<file path="src/rtl/spi_chain_link.sv">
// rtl/spi_chain_link.sv - continuous 595-chain serial link with readback compare
module spi_chain_link #(
  parameter int WIDTH   = 16,
  parameter int CLK_DIV = 18,
  parameter int GAP     = 8
) (
  input  logic             clk_i,
  input  logic             aclr_n_i,
  input  logic             sclr_i,
  input  logic [WIDTH-1:0] data_i,
  output logic [WIDTH-1:0] data_old_o,
  output logic             mismatch_o,
  output logic             frame_done_o,
  output logic             sclk_o,
  output logic             sdo_o,
  output logic             lock_o,
  input  logic             sdi_i
);

  localparam logic [1:0] S_LOAD  = 2'd0;
  localparam logic [1:0] S_SHIFT = 2'd1;
  localparam logic [1:0] S_LATCH = 2'd2;
  localparam logic [1:0] S_GAP   = 2'd3;

  // One counter serves as the half-period divider and as the idle gap timer.
  localparam int CMAX = (GAP > CLK_DIV) ? GAP : CLK_DIV;
  localparam int CW   = $clog2(CMAX + 1);
  localparam int BW   = $clog2(WIDTH);
  localparam logic [CW-1:0] DIV_LAST    = CW'(CLK_DIV - 1);
  localparam logic [CW-1:0] GAP_LAST    = CW'((GAP > 0) ? GAP - 1 : 0);
  localparam logic [BW-1:0] BIT_LAST    = BW'(WIDTH - 1);
  localparam logic [1:0]    AFTER_LATCH = (GAP > 0) ? S_GAP : S_LOAD;

  logic [1:0]       state_q, state_d;
  logic [CW-1:0]    cnt_q, cnt_d;
  logic [BW-1:0]    bit_q, bit_d;
  logic             phase_q, phase_d;
  logic [WIDTH-1:0] tx_sr_q, tx_sr_d;
  logic [WIDTH-1:0] rx_sr_q, rx_sr_d;
  logic [WIDTH-1:0] cur_sent_q, cur_sent_d;
  logic [WIDTH-1:0] prev_sent_q, prev_sent_d;
  logic [WIDTH-1:0] data_old_q, data_old_d;
  logic             mismatch_q, mismatch_d;
  logic             frame_done_q, frame_done_d;
  logic             sclk_q, sclk_d;
  logic             sdo_q, sdo_d;
  logic             lock_q, lock_d;
  logic             tick;

  assign tick = (cnt_q == DIV_LAST);

  always_comb begin
    state_d      = state_q;
    cnt_d        = cnt_q;
    bit_d        = bit_q;
    phase_d      = phase_q;
    tx_sr_d      = tx_sr_q;
    rx_sr_d      = rx_sr_q;
    cur_sent_d   = cur_sent_q;
    prev_sent_d  = prev_sent_q;
    data_old_d   = data_old_q;
    mismatch_d   = mismatch_q;
    frame_done_d = 1'b0;
    sclk_d       = sclk_q;
    sdo_d        = sdo_q;
    lock_d       = lock_q;
    case (state_q)
      S_LOAD: begin
        tx_sr_d    = data_i;
        cur_sent_d = data_i;
        sdo_d      = data_i[WIDTH-1];
        sclk_d     = 1'b0;
        lock_d     = 1'b0;
        cnt_d      = '0;
        bit_d      = '0;
        phase_d    = 1'b0;
        state_d    = S_SHIFT;
      end
      S_SHIFT: begin
        cnt_d = tick ? '0 : cnt_q + 1'b1;
        if (tick && !phase_q) begin
          sclk_d  = 1'b1;
          rx_sr_d = {rx_sr_q[WIDTH-2:0], sdi_i};
          phase_d = 1'b1;
        end else if (tick) begin
          // Data moves on the falling edge so it is settled a full half-period before the next rise.
          sclk_d  = 1'b0;
          tx_sr_d = tx_sr_q << 1;
          sdo_d   = tx_sr_q[WIDTH-2];
          phase_d = 1'b0;
          bit_d   = bit_q + 1'b1;
          if (bit_q == BIT_LAST) begin
            sdo_d   = 1'b0;
            lock_d  = 1'b1;
            bit_d   = '0;
            state_d = S_LATCH;
          end
        end
      end
      S_LATCH: begin
        cnt_d = tick ? '0 : cnt_q + 1'b1;
        if (tick && !phase_q) begin
          lock_d  = 1'b0;
          phase_d = 1'b1;
        end else if (tick) begin
          data_old_d   = rx_sr_q;
          mismatch_d   = (rx_sr_q != prev_sent_q);
          prev_sent_d  = cur_sent_q;
          frame_done_d = 1'b1;
          phase_d      = 1'b0;
          state_d      = AFTER_LATCH;
        end
      end
      default: begin
        sclk_d = 1'b0;
        lock_d = 1'b0;
        sdo_d  = 1'b0;
        if (cnt_q == GAP_LAST) begin
          cnt_d   = '0;
          state_d = S_LOAD;
        end else begin
          cnt_d = cnt_q + 1'b1;
        end
      end
    endcase
    if (sclr_i) begin
      state_d      = S_LOAD;
      cnt_d        = '0;
      bit_d        = '0;
      phase_d      = 1'b0;
      prev_sent_d  = '0;
      data_old_d   = '0;
      mismatch_d   = 1'b0;
      frame_done_d = 1'b0;
      sclk_d       = 1'b0;
      sdo_d        = 1'b0;
      lock_d       = 1'b0;
    end
  end

  always_ff @(posedge clk_i or negedge aclr_n_i) begin
    if (!aclr_n_i) begin
      state_q      <= S_LOAD;
      cnt_q        <= '0;
      bit_q        <= '0;
      phase_q      <= 1'b0;
      tx_sr_q      <= '0;
      rx_sr_q      <= '0;
      cur_sent_q   <= '0;
      prev_sent_q  <= '0;
      data_old_q   <= '0;
      mismatch_q   <= 1'b0;
      frame_done_q <= 1'b0;
      sclk_q       <= 1'b0;
      sdo_q        <= 1'b0;
      lock_q       <= 1'b0;
    end else begin
      state_q      <= state_d;
      cnt_q        <= cnt_d;
      bit_q        <= bit_d;
      phase_q      <= phase_d;
      tx_sr_q      <= tx_sr_d;
      rx_sr_q      <= rx_sr_d;
      cur_sent_q   <= cur_sent_d;
      prev_sent_q  <= prev_sent_d;
      data_old_q   <= data_old_d;
      mismatch_q   <= mismatch_d;
      frame_done_q <= frame_done_d;
      sclk_q       <= sclk_d;
      sdo_q        <= sdo_d;
      lock_q       <= lock_d;
    end
  end

  assign data_old_o   = data_old_q;
  assign mismatch_o   = mismatch_q;
  assign frame_done_o = frame_done_q;
  assign sclk_o       = sclk_q;
  assign sdo_o        = sdo_q;
  assign lock_o       = lock_q;

endmodule

</file>
<file path="config.mk">
export PLATFORM = sky130hd
export DESIGN_NAME = spi_chain_link
export DESIGN_NICKNAME = d
export VERILOG_FILES = /design/src/rtl/spi_chain_link.sv
export SDC_FILE = /design/constraint.sdc
export NUM_CORES = 1
export LEC_CHECK = 0
export ABC_AREA = 1
export ABC_CLOCK_PERIOD_IN_PS = 1500
export CORE_UTILIZATION = 43
export DETAILED_ROUTE_END_ITERATION = 8
export PLACE_DENSITY_LB_ADDON = 0.3
export SETUP_SLACK_MARGIN = 0.05
export SYNTH_ARGS = -nofsm -noshare
export SYNTH_HDL_FRONTEND = slang
export SYNTH_SLANG_ARGS = --single-unit
</file>
<file path="constraint.sdc">
create_clock -name clk_i -period 1.5 [get_ports clk_i]
set_input_delay 0.225 -clock clk_i [delete_from_list [all_inputs] [get_ports clk_i]]
set_output_delay 0.225 -clock clk_i [all_outputs]
set_load 0.01 [all_outputs]
</file>
* Word-level counts from Yosys, hierarchy flattened *
Index checks and enable logic that the tools add are counted.

storage, ports and cells
  register bits = 96
  bits of input ports = 20
  output and inout bits = 21
  word-level logic and storage cells = 106

operators by class
  $add $sub $neg = 2
  equality and inequality tests = 18
  muxes and demuxes = 53
  reductions and logical operators = 19

operators by type and width
  cell                                           number
  2-to-1 mux 16 bit                              8
  2-to-1 mux 15 bit                              2
  case mux 15 bit (2 select lines)               1
  2-to-1 mux 1 bit                               21
  inequality test 3 bit, second input constant   6
  2-to-1 mux 4 bit                               4
  inequality test 16 bit                         1
  2-to-1 mux 5 bit                               3
  2-to-1 mux 2 bit                               7
  AND reduction 3 bit                            4
  case mux 5 bit (2 select lines)                1
  inequality test 2 bit, second input constant   4
  case mux 4 bit (2 select lines)                1
  case mux 1 bit (2 select lines)                3
  case mux 2 bit (3 select lines)                1
  AND reduction 2 bit                            3
  AND reduction 6 bit                            1
  nonzero test 2 bit                             3
  nonzero test 3 bit                             2
  adder 5 x 1 -> 5 bit, second input constant    1
  == test 5 x 3 -> 1 bit, second input constant  1
  == test 5 bit, second input constant           1
  nonzero test 5 bit                             1
  adder 4 x 1 -> 4 bit, second input constant    1
  11 further kinds                               11

* Longest topological paths before layout *
Gate-level depths: netlist (run 1).

  depth after elaboration = 6
  mapped depth = 10
  depth with buffers taken out = 10

* Worst setup path after synthesis (run 1) *
Ideal clock, no wire load.

  path type = reg-to-reg
  start point = reg state_q[0]
  end point = reg tx_sr_q[12]
  setup time = 126 ps
  data arrival time = 1339 ps
  required time = 1374 ps
  path slack = 35 ps
  cell stages (with the launch flop) = 9
  path buffers = 2
  clock period less this slack = 1465 ps
  cell sequence = dfrtp_1 -> inv_1 -> ha_1 -> clkbuf_1 -> inv_1 -> nor2_1 -> o21bai_4 -> buf_6 -> o21ai_0

between the ends
  word-level cells in the longest chain between the ends = 3
  elaborated cells between the ends (all ways) = 7
  those cells by class = 3 x eq/ne; 1 x mux; 3 x reduce/logical

RTL lines
  what                                                                   line  RTL
  from (decl)                                                            34    logic [1:0] state_q, state_d;
  from (signal assigned)                                                 158   state_q <= state_d;
  == test 2 x 1 -> 1 bit or logical NOT 2 bit (tied branches)            67    case (state_q)
  inequality test 2 bit (no line) or nonzero test 2 bit (tied branches)  --
  AND reduction 3 bit (no line)                                          --
  to (signal assigned)                                                   162   tx_sr_q <= tx_sr_d;
  to (decl)                                                              38    logic [WIDTH-1:0] tx_sr_q, tx_sr_d;

Parallel ways exist; a longest one is shown, timed or not.
A chain may end at the register's enable or synchronous reset.

* Worst setup path in the final report (run 1) *
  start point = reg state_q[1]
  end point = reg tx_sr_q[8]

The elaborated chain is that of the path after synthesis.

==> impl_metrics.ini, run 1 <==
[floorplanning]
fp.coreArea_mm2 = 0.00991
die_y_um = 104
die-area_mm2 = 0.0108
rows = 36
start_util = 0.450
io_pins = 41
die_x_um = 104

[grt]
grt_max_degree = 51
antenna_found_initial = 0
grt-ovfl-total = 0
grt.total_usage = 0.192
grt_pass1_wl_um = 16800
grt_pass1_vias = 3600

[power]
vdd_drop_max_mv = 0.828
power_density_mw_per_mm2 = 1470
cellLeakagePower_nw = 2.92

[sta]
setup_viol = 34
period_minus_slack_ps = 1560
worst_slew_margin_rel = 0.733
slew_viol_final = 0
rsz0062_at_grt = true
max_freq_mhz = 642
tightest_slew_ps = 400
finalHoldViolCount = 0
setup_slack_ps = -58.4
setup_tns_ps = -770
finClkSkew_ps = 6.27
timing.final.crit_share = 1.04

[synth]
syn_avg_cell_area_um2 = 8.57
ys_ff_latch = 96
yosys-top-cells-count = nand2_1, dfrtp_1, inv_1
ys_seq_area_frac = 0.539
synth_top_area_frac = 0.539
syn_nets = 547
postSynthCellCount = 520
yosysTopAreaCell = dfrtp_1
synthArstFlopShare = 1.00
synth_ff_type = dfrtp_1
synth_area_leaders = dfrtp_1, nand2_1, o21ai_0
synth_most_common_cell = nand2_1
yosysWarnings = 0
synth_cell_types = 32
synth_edf_count = 0
post_synth_instance_area_mm2 = 0.00446

[placement]
port_buffers = 40
gp_congestion = 0.899
hpwlAfterDp_um = 6240

[run_status]
violations = negative setup slack
status = finished, violations left

[cts]
cts_root_buffer = clkbuf_8
clock_latency_ps = 370
numClockSinks = 96
cts_tree = done
ctsHtreeMaxLevel = 3
clock_path_buffers = 2
clk_pin_slew_ps = 100
cts-buffers-inserted = 9

[layout]
num_antenna_cells = 0
syn_to_final_growth_pct = 35.9
layout.nets = 632
final_util = 0.611
drive_gt1_frac = 0.280

[routing]
ant_nets = 0
avgRoutedWirePerCell_um = 13.6
drt_iter0_drc = 160
drt-pass1-iter-count = 5
wl_um = 10100
routed_via_density = 4.98
drc = 0
vias = 3698

[critical_path]
ff2ff_path_depth = 9
rrSetupSlack_ps = -60
critPathCaptureType = register
path_class = reg -> reg
r2r-start = state_q[1]
critPathRequiredTime_ps = 1800
r2r-end = tx_sr_q[8]
cp_max_fo = 7
crit_arrival_ps = 1850
setup.worst_path.start_class = register

[min_path]
hold_class = in -> async

[flow_run]
max-cap-violations = 0
-- power by group --
group / total, W / internal, W / switching (W)
registers: 0.00328 / 0.00309 / 0.000195
clock network: 0.00178 / 0.000809 / 0.000975
logic: 0.00384 / 0.00180 / 0.00204
-- registers in the layout (all words and copies together), names as in the netlist --
register,count
cnt_q,5
mismatch_o,1
state_q,2
tx_sr_q,15
lock_o,1
data_old_o,16
prev_sent_q,16
sdo_o,1
cur_sent_q,16
frame_done_o,1
phase_q,1
sclk_o,1
rx_sr_q,16
bit_q,4
-- layout by cell type (no fill, tap or decap), types with 3 or more instances in the layout --
cell,synthesis,layout
o21ai_1,7,17
nor2_1,24,19
buf_16,0,3
buf_4,3,31
nand3_2,1,3
nand2_2,11,23
buf_12,0,8
ha_4,0,3
nor3_1,5,3
nor2_4,2,6
nand3_1,9,7
inv_8,0,3
o22ai_2,0,14
o21ai_0,63,43
dlygate4sd2_1,0,21
nand2_4,1,5
buf_6,7,9
nand4_1,3,3
clkdlybuf4s50_1,0,18
a21oi_2,0,4
inv_2,3,7
nand2_1,153,137
inv_1,76,70
clkbuf_8,0,9
dfrtp_1,96,95
ha_2,0,3
o21ai_2,10,19
-- metrics by stage --
stage	instance area, µm²	cells	hold WS [ps]	setup slack [ps]	total power, W
final	6060	743	314	-58.4	0.00891
after global routing	6060	743	343	-103	0.00940
after CTS	5800	735	320	-12.3	0.00838
after detailed placement	5160	703	176	-78.1	0.00549
after global placement	5160	703	176	-23.3	0.00542
after floorplan	4460	520	-70.6	57.3	0.00476
-- layer usage --
layer / track usage / wire, µm
met5: 0 / 0
met4: 0.0918 / 233
met3: 0.0264 / 358
met2: 0.302 / 4920
met1: 0.265 / 4620
-- what timing repair did --
item	CTS	global route
endpoints found under the hold margin	25	0
gates cloned	3	2
pin swaps	12	6
hold buffers	1	0
resized for setup	104	39
setup endpoints to repair	92	77
setup buffers	14	6
-- cell families (layout without fill, tap and decap cells) --
family | Yosys count | after routing | synth area share
simple gates | 212 | 212 | 0.202
fa+ha+maj | 7 | 7 | 0.0197
compound gates | 105 | 105 | 0.136
buf+inv | 99 | 189 | 0.101
flops | 96 | 96 | 0.539
xor+xnor | 1 | 1 | 0.00197
-- final cells by class --
type	instances	area [µm²]
clock buffer	9	124
tap	133	166
clock inverter	7	86.3
timing repair buffer	93	1000
sequential	96	2400
fill	827	3850
inverter	80	313
multi-input combinational	325	1960
-- critical path: stages, from the launching register on --
cell and delay [ps]:
dfrtp_1 410, inv_2 110, ha_4 150, inv_4 40, buf_6 110, o21bai_4 250, buf_12 160, buf_16 130
nand2_2 50, o21ai_2 60
-- worst max path at each step --
stage / start / end / slack [ps] / depth (start not counted)
4_1_cts: state_q[1] / tx_sr_q[4] / -10 / 9
3_3_place_gp: state_q[0] / tx_sr_q[4] / -20 / 7
6_report: state_q[1] / tx_sr_q[8] / -60 / 9
3_5_place_dp: sclr_i / state_q[0] / -80 / 9
5_1_grt: state_q[1] / tx_sr_q[9] / -100 / 9
2_1_floorplan: state_q[1] / sdo_o / 60 / 7
Power figures use the tool's default switching activity.
==> run 2, diff against run 1 <==
CORE_UTILIZATION = 50   (was 43)
==> impl_metrics.ini, run 2 (synthesized netlist as in run 1, its figures left out) <==
[run_status]
status = finished, violations left
violations = negative setup slack

[critical_path]
critPathCaptureType = register
crit_arrival_ps = 1770
cp_max_fo = 16
setup.worst_path.start_class = register
critPathRequiredTime_ps = 1750
path_class = reg -> reg
rrSetupSlack_ps = -20

[layout]
final_util = 0.660
final_common_cell = nand2_1
syn_to_final_growth_pct = 28.6
num_antenna_cells = 0
layout.nets = 626
postLayoutCellArea_mm2 = 0.00573
final_cell_mix = nand2_1, dfrtp_1, inv_1
final_cells = 711
drive_gt1_frac = 0.239

[cts]
clock_path_buffers = 2
cts-buffers-inserted = 9
clock_latency_ps = 370
clk_pin_slew_ps = 90
cts_root_buffer = clkbuf_8
cts_tree = done
numClockSinks = 96
ctsHtreeMaxLevel = 3

[placement]
gp_congestion = 0.851
hpwlAfterDp_um = 6240
dp.cells = 678
port_buffers = 40
dpl_cell_area_mm2 = 0.00513

[power]
cellLeakagePower_nw = 2.82
clkPwrFrac = 0.197
p_seq_frac = 0.411
swShare = 0.358
power_density_mw_per_mm2 = 1380
p_sw_w = 0.00283
intPower_w = 0.00509
power_frac_comb = 0.392
vdd_drop_max_mv = 1.07

[grt]
grt_pass1_vias = 3487
grt_pass1_wl_um = 15900
grt_max_degree = 36
antenna_found_initial = 0
grt-ovfl-total = 0
grt.total_usage = 0.228

[floorplanning]
die_x_um = 96.4
start_util = 0.513
fp.coreArea_mm2 = 0.00868
die_y_um = 96.4
io_pins = 41
die-area_mm2 = 0.00929
rows = 34

[routing]
routed_via_density = 5.12
drc = 0
vias = 3643
wl_um = 9920
drt_iter0_drc = 191
avgRoutedWirePerCell_um = 14.0
drt-pass1-iter-count = 5
ant_nets = 0

[sta]
slew_viol_final = 0
worst_slew_margin_rel = 0.735
finalHoldViolCount = 0
rsz0062_at_grt = true
setup_slack_ps = -20.8
period_minus_slack_ps = 1520
finClkSkew_ps = 11.4
timing.final.crit_share = 1.01
setup_viol = 22
max_freq_mhz = 658
tightest_slew_ps = 397

[flow_run]
max-cap-violations = 0

[min_path]
hold_class = in -> async
[run 2: cell count changes in the layout (fill, tap and decap cells not counted), sizes merged]
| cell | before | now |
|---|---|---|
| buf | 51 | 45 |
| bufinv | 1 | 0 |
| clkinvlp | 1 | 2 |
| inv | 84 | 83 |
[run 2: power groups by stage]
stage          logic [W]  registers, W  clock network [W]
3_3_place_gp     0.00211       0.00328                  0
5_1_grt          0.00342       0.00331            0.00170
2_1_floorplan    0.00147       0.00329                  0
6_report         0.00311       0.00326            0.00156
3_5_place_dp     0.00218       0.00330                  0
4_1_cts          0.00273       0.00325            0.00159
[run 2: metrics by stage]
step | setup WS, ps | total power (W) | setup TNS (ps) | hold WS (ps)
2_1_floorplan | 57.3 | 0.00476 | 0 | -70.6
3_3_place_gp | -59.3 | 0.00539 | -850 | 180
3_5_place_dp | -103 | 0.00548 | -1690 | 180
4_1_cts | -26.2 | 0.00757 | -177 | 321
5_1_grt | -121 | 0.00844 | -3510 | 362
6_report | -20.8 | 0.00793 | -189 | 320
[run 2: routing by layer]
| metal | GRT usage | part of all wire | wire [µm] | up-vias |
|---|---|---|---|---|
| met3 | 0.0344 | 0.039 | 391 | 18 |
| met1 | 0.298 | 0.45 | 4440 | 1732 |
| met4 | 0.102 | 0.019 | 191 | 0 |
| li1 | - | - | - | 1796 |
| met5 | 0 | 0 | 0 | - |
| met2 | 0.379 | 0.49 | 4900 | 97 |
[run 2: repair_timing]
item                                    CTS  global route
buffers inserted                          9             7
resized for setup                        75            51
pin swaps                                11             9
endpoints found under the setup margin   95            78
hold endpoints to repair                 24             0
cloned                                    3             3
hold buffers                              1             0
[run 2: final cells by class]
class	count	area (µm²)
fillers	682	2950
flip-flops and latches	96	2400
multi-input cells	325	1800
repair buffers	87	906
inverters	80	313
well taps	108	135
clock buffers	9	124
clock inverters	6	52.6
[run 2: path summary, 6_finish.rpt]
path,from,end,cells after the start
max,cnt_q[1],prev_sent_q[12],9
min,aclr_n_i,cur_sent_q[15],2
max reg2reg,cnt_q[1],prev_sent_q[12],9
min reg2reg,data_old_o[1],data_old_o[1],2
max in group asynchronous,aclr_n_i,rx_sr_q[13],3
min in group clk_i,sdi_i,rx_sr_q[0],3
[run 2: critical path, stage by stage (launching register included)]
cell and delay [ps]:
dfrtp_1 400, inv_2 70, ha_4 150, nand4_4 180, buf_6 170, inv_2 50
nand2_2 50, nand2_4 110, buf_12 150, o22ai_1 70
==> run 3, diff against run 2 <==
ABC_CLOCK_PERIOD_IN_PS = 1400   (was 1500)
clock period = 1.4 ns   (was 1.5 ns; I/O delays follow)
==> impl_metrics.ini, run 3 (synthesized netlist as in run 1, its figures left out) <==
[critical_path]
crit_arrival_ps = 1770
crit_path_top_delay_cell = dfrtp_1
critPathRequiredTime_ps = 1690
cp_common_cell = buf_6
critical_path.cell_chain = buf_6 > ha_4 > nor2_4 > o21bai_4 > buf_6 > buf_6 > nand2_1 > o21ai_1
ff2ff_path_depth = 8
r2r-start = state_q[0]
r2r-end = tx_sr_q[3]
critPathCaptureType = register
rrSetupSlack_ps = -70
setup.worst_path.start_class = register
cp_max_fo = 5
path_class = reg -> reg
startpoint = state_q[0]
cp.depth = 8
critical_path.max_stage_delay_ps = 420
crit_buf_inv = 3
crit_family = flip-flops
crit_path_end = tx_sr_q[3]

[floorplanning]
fp.coreArea_mm2 = 0.00868
die-area_mm2 = 0.00929
die_x_um = 96.4
io_pins = 41
start_util = 0.513
rows = 34
die_y_um = 96.4

[layout]
layout.nets = 635
drive_gt1_frac = 0.285
num_antenna_cells = 0
final_common_cell = nand2_1
final_cell_mix = nand2_1, dfrtp_1, inv_1
syn_to_final_growth_pct = 36.1

[grt]
grt.total_usage = 0.225
grt-ovfl-total = 0
use_met2 = 0.408
grt_pass1_vias = 3557
grt_util_met1 = 0.266
busiest_layer = met2
grt_pass1_wl_um = 15800
met3_usage = 0.0360
grt_max_degree = 39
antenna_found_initial = 0

[sta]
slew_viol_final = 0
setup_slack_ps = -74.9
hold_ws_ps = 230
tightest_slew_ps = 315
setup_viol = 58
worst_slew_margin_rel = 0.790
timing.final.crit_share = 1.05
max_freq_mhz = 678
rsz0062_at_grt = true
period_minus_slack_ps = 1470
finalHoldViolCount = 0
finClkSkew_ps = 14.0

[power]
cellLeakagePower_nw = 3.01
clkPwrFrac = 0.212
power_density_mw_per_mm2 = 1500
vdd_drop_max_mv = 1.04
power_frac_comb = 0.404
p_sw_w = 0.00322
intPower_w = 0.00586
p_seq_frac = 0.384
finalPower_w = 0.00908
swShare = 0.355

[flow_run]
max-cap-violations = 0

[placement]
gp_congestion = 0.896
hpwlAfterDp_um = 6400
port_buffers = 40
dp_slack_ps = -123

[cts]
cts-buffers-inserted = 9
cts_tree = done
numClockSinks = 96
ctsHtreeMaxLevel = 3
clk_pin_slew_ps = 100
clock_latency_ps = 370
cts_root_buffer = clkbuf_8
clock_path_buffers = 2

[routing]
vias = 3681
routed_via_density = 5.11
ant_nets = 0
drt-pass1-iter-count = 4
avgRoutedWirePerCell_um = 14.1
wl_um = 10100
drt_iter0_drc = 132
drc = 0

[min_path]
hold_class = in -> async

[run_status]
violations = negative setup slack
status = finished, violations left
-- run 3: timing repair --
action	4_1_cts	5_1_grt
setup buffers	10	4
hold endpoints to repair	51	0
pin swaps	5	16
setup endpoints to repair	97	79
hold buffers	1	0
cloned	1	5
resized for setup	89	51
-- run 3: worst reg2reg max path: cells and delay by family, from the launching register on --
kind | cells | cell delay, ps
AOI/OAI and AO/OA | 2 | 250
and+or+nand+nor | 2 | 170
buffers and inverters | 3 | 390
adders and majority gates | 1 | 180
DFF | 1 | 420
-- run 3: stage by stage --
stage,util,instances,setup TNS [ps],cell area (µm²)
2_1_floorplan,-,520,-34.0,4500
6_report,0.699,721,-2040,6060
4_1_cts,0.663,713,-678,5760
3_3_place_gp,0.600,685,-402,5210
3_5_place_dp,0.600,685,-2770,5210
5_1_grt,0.699,721,-7670,6060
-- run 3: worst min-delay path by stage --
stage                         from            end  slack [ps]
after floorplan           aclr_n_i       bit_q[0]         -90
after global placement    aclr_n_i  data_old_o[1]          80
after detailed placement  aclr_n_i  data_old_o[1]          90
after CTS                 aclr_n_i  data_old_o[1]         230
after global routing      aclr_n_i  data_old_o[1]         240
final                     aclr_n_i  data_old_o[1]         230
-- run 3: metal layers --
layer	wire [µm]	vias to the layer above	share of wire
met5	0	-	0
met4	189	0	0.019
met3	352	15	0.035
met2	5490	75	0.54
met1	4120	1778	0.41
li1	-	1813	-
-- run 3: cell type report --
type,count,area (µm²)
Fill cell,670,2620
Sequential cell,96,2400
Multi-Input combinational cell,325,2010
Timing Repair Buffer,94,963
Inverter,80,323
Clock buffer,10,138
Tap cell,108,135
Clock inverter,6,72.6
Timing Repair inverter,2,22.5
-- run 3: power by group through the flow --
stage          Combinational, W  Sequential [W]  Clock, W
4_1_cts                 0.00322         0.00348   0.00194
5_1_grt                 0.00404         0.00354   0.00207
2_1_floorplan           0.00173         0.00353         0
3_3_place_gp            0.00248         0.00352         0
3_5_place_dp            0.00255         0.00354         0
6_report                0.00367         0.00349   0.00193
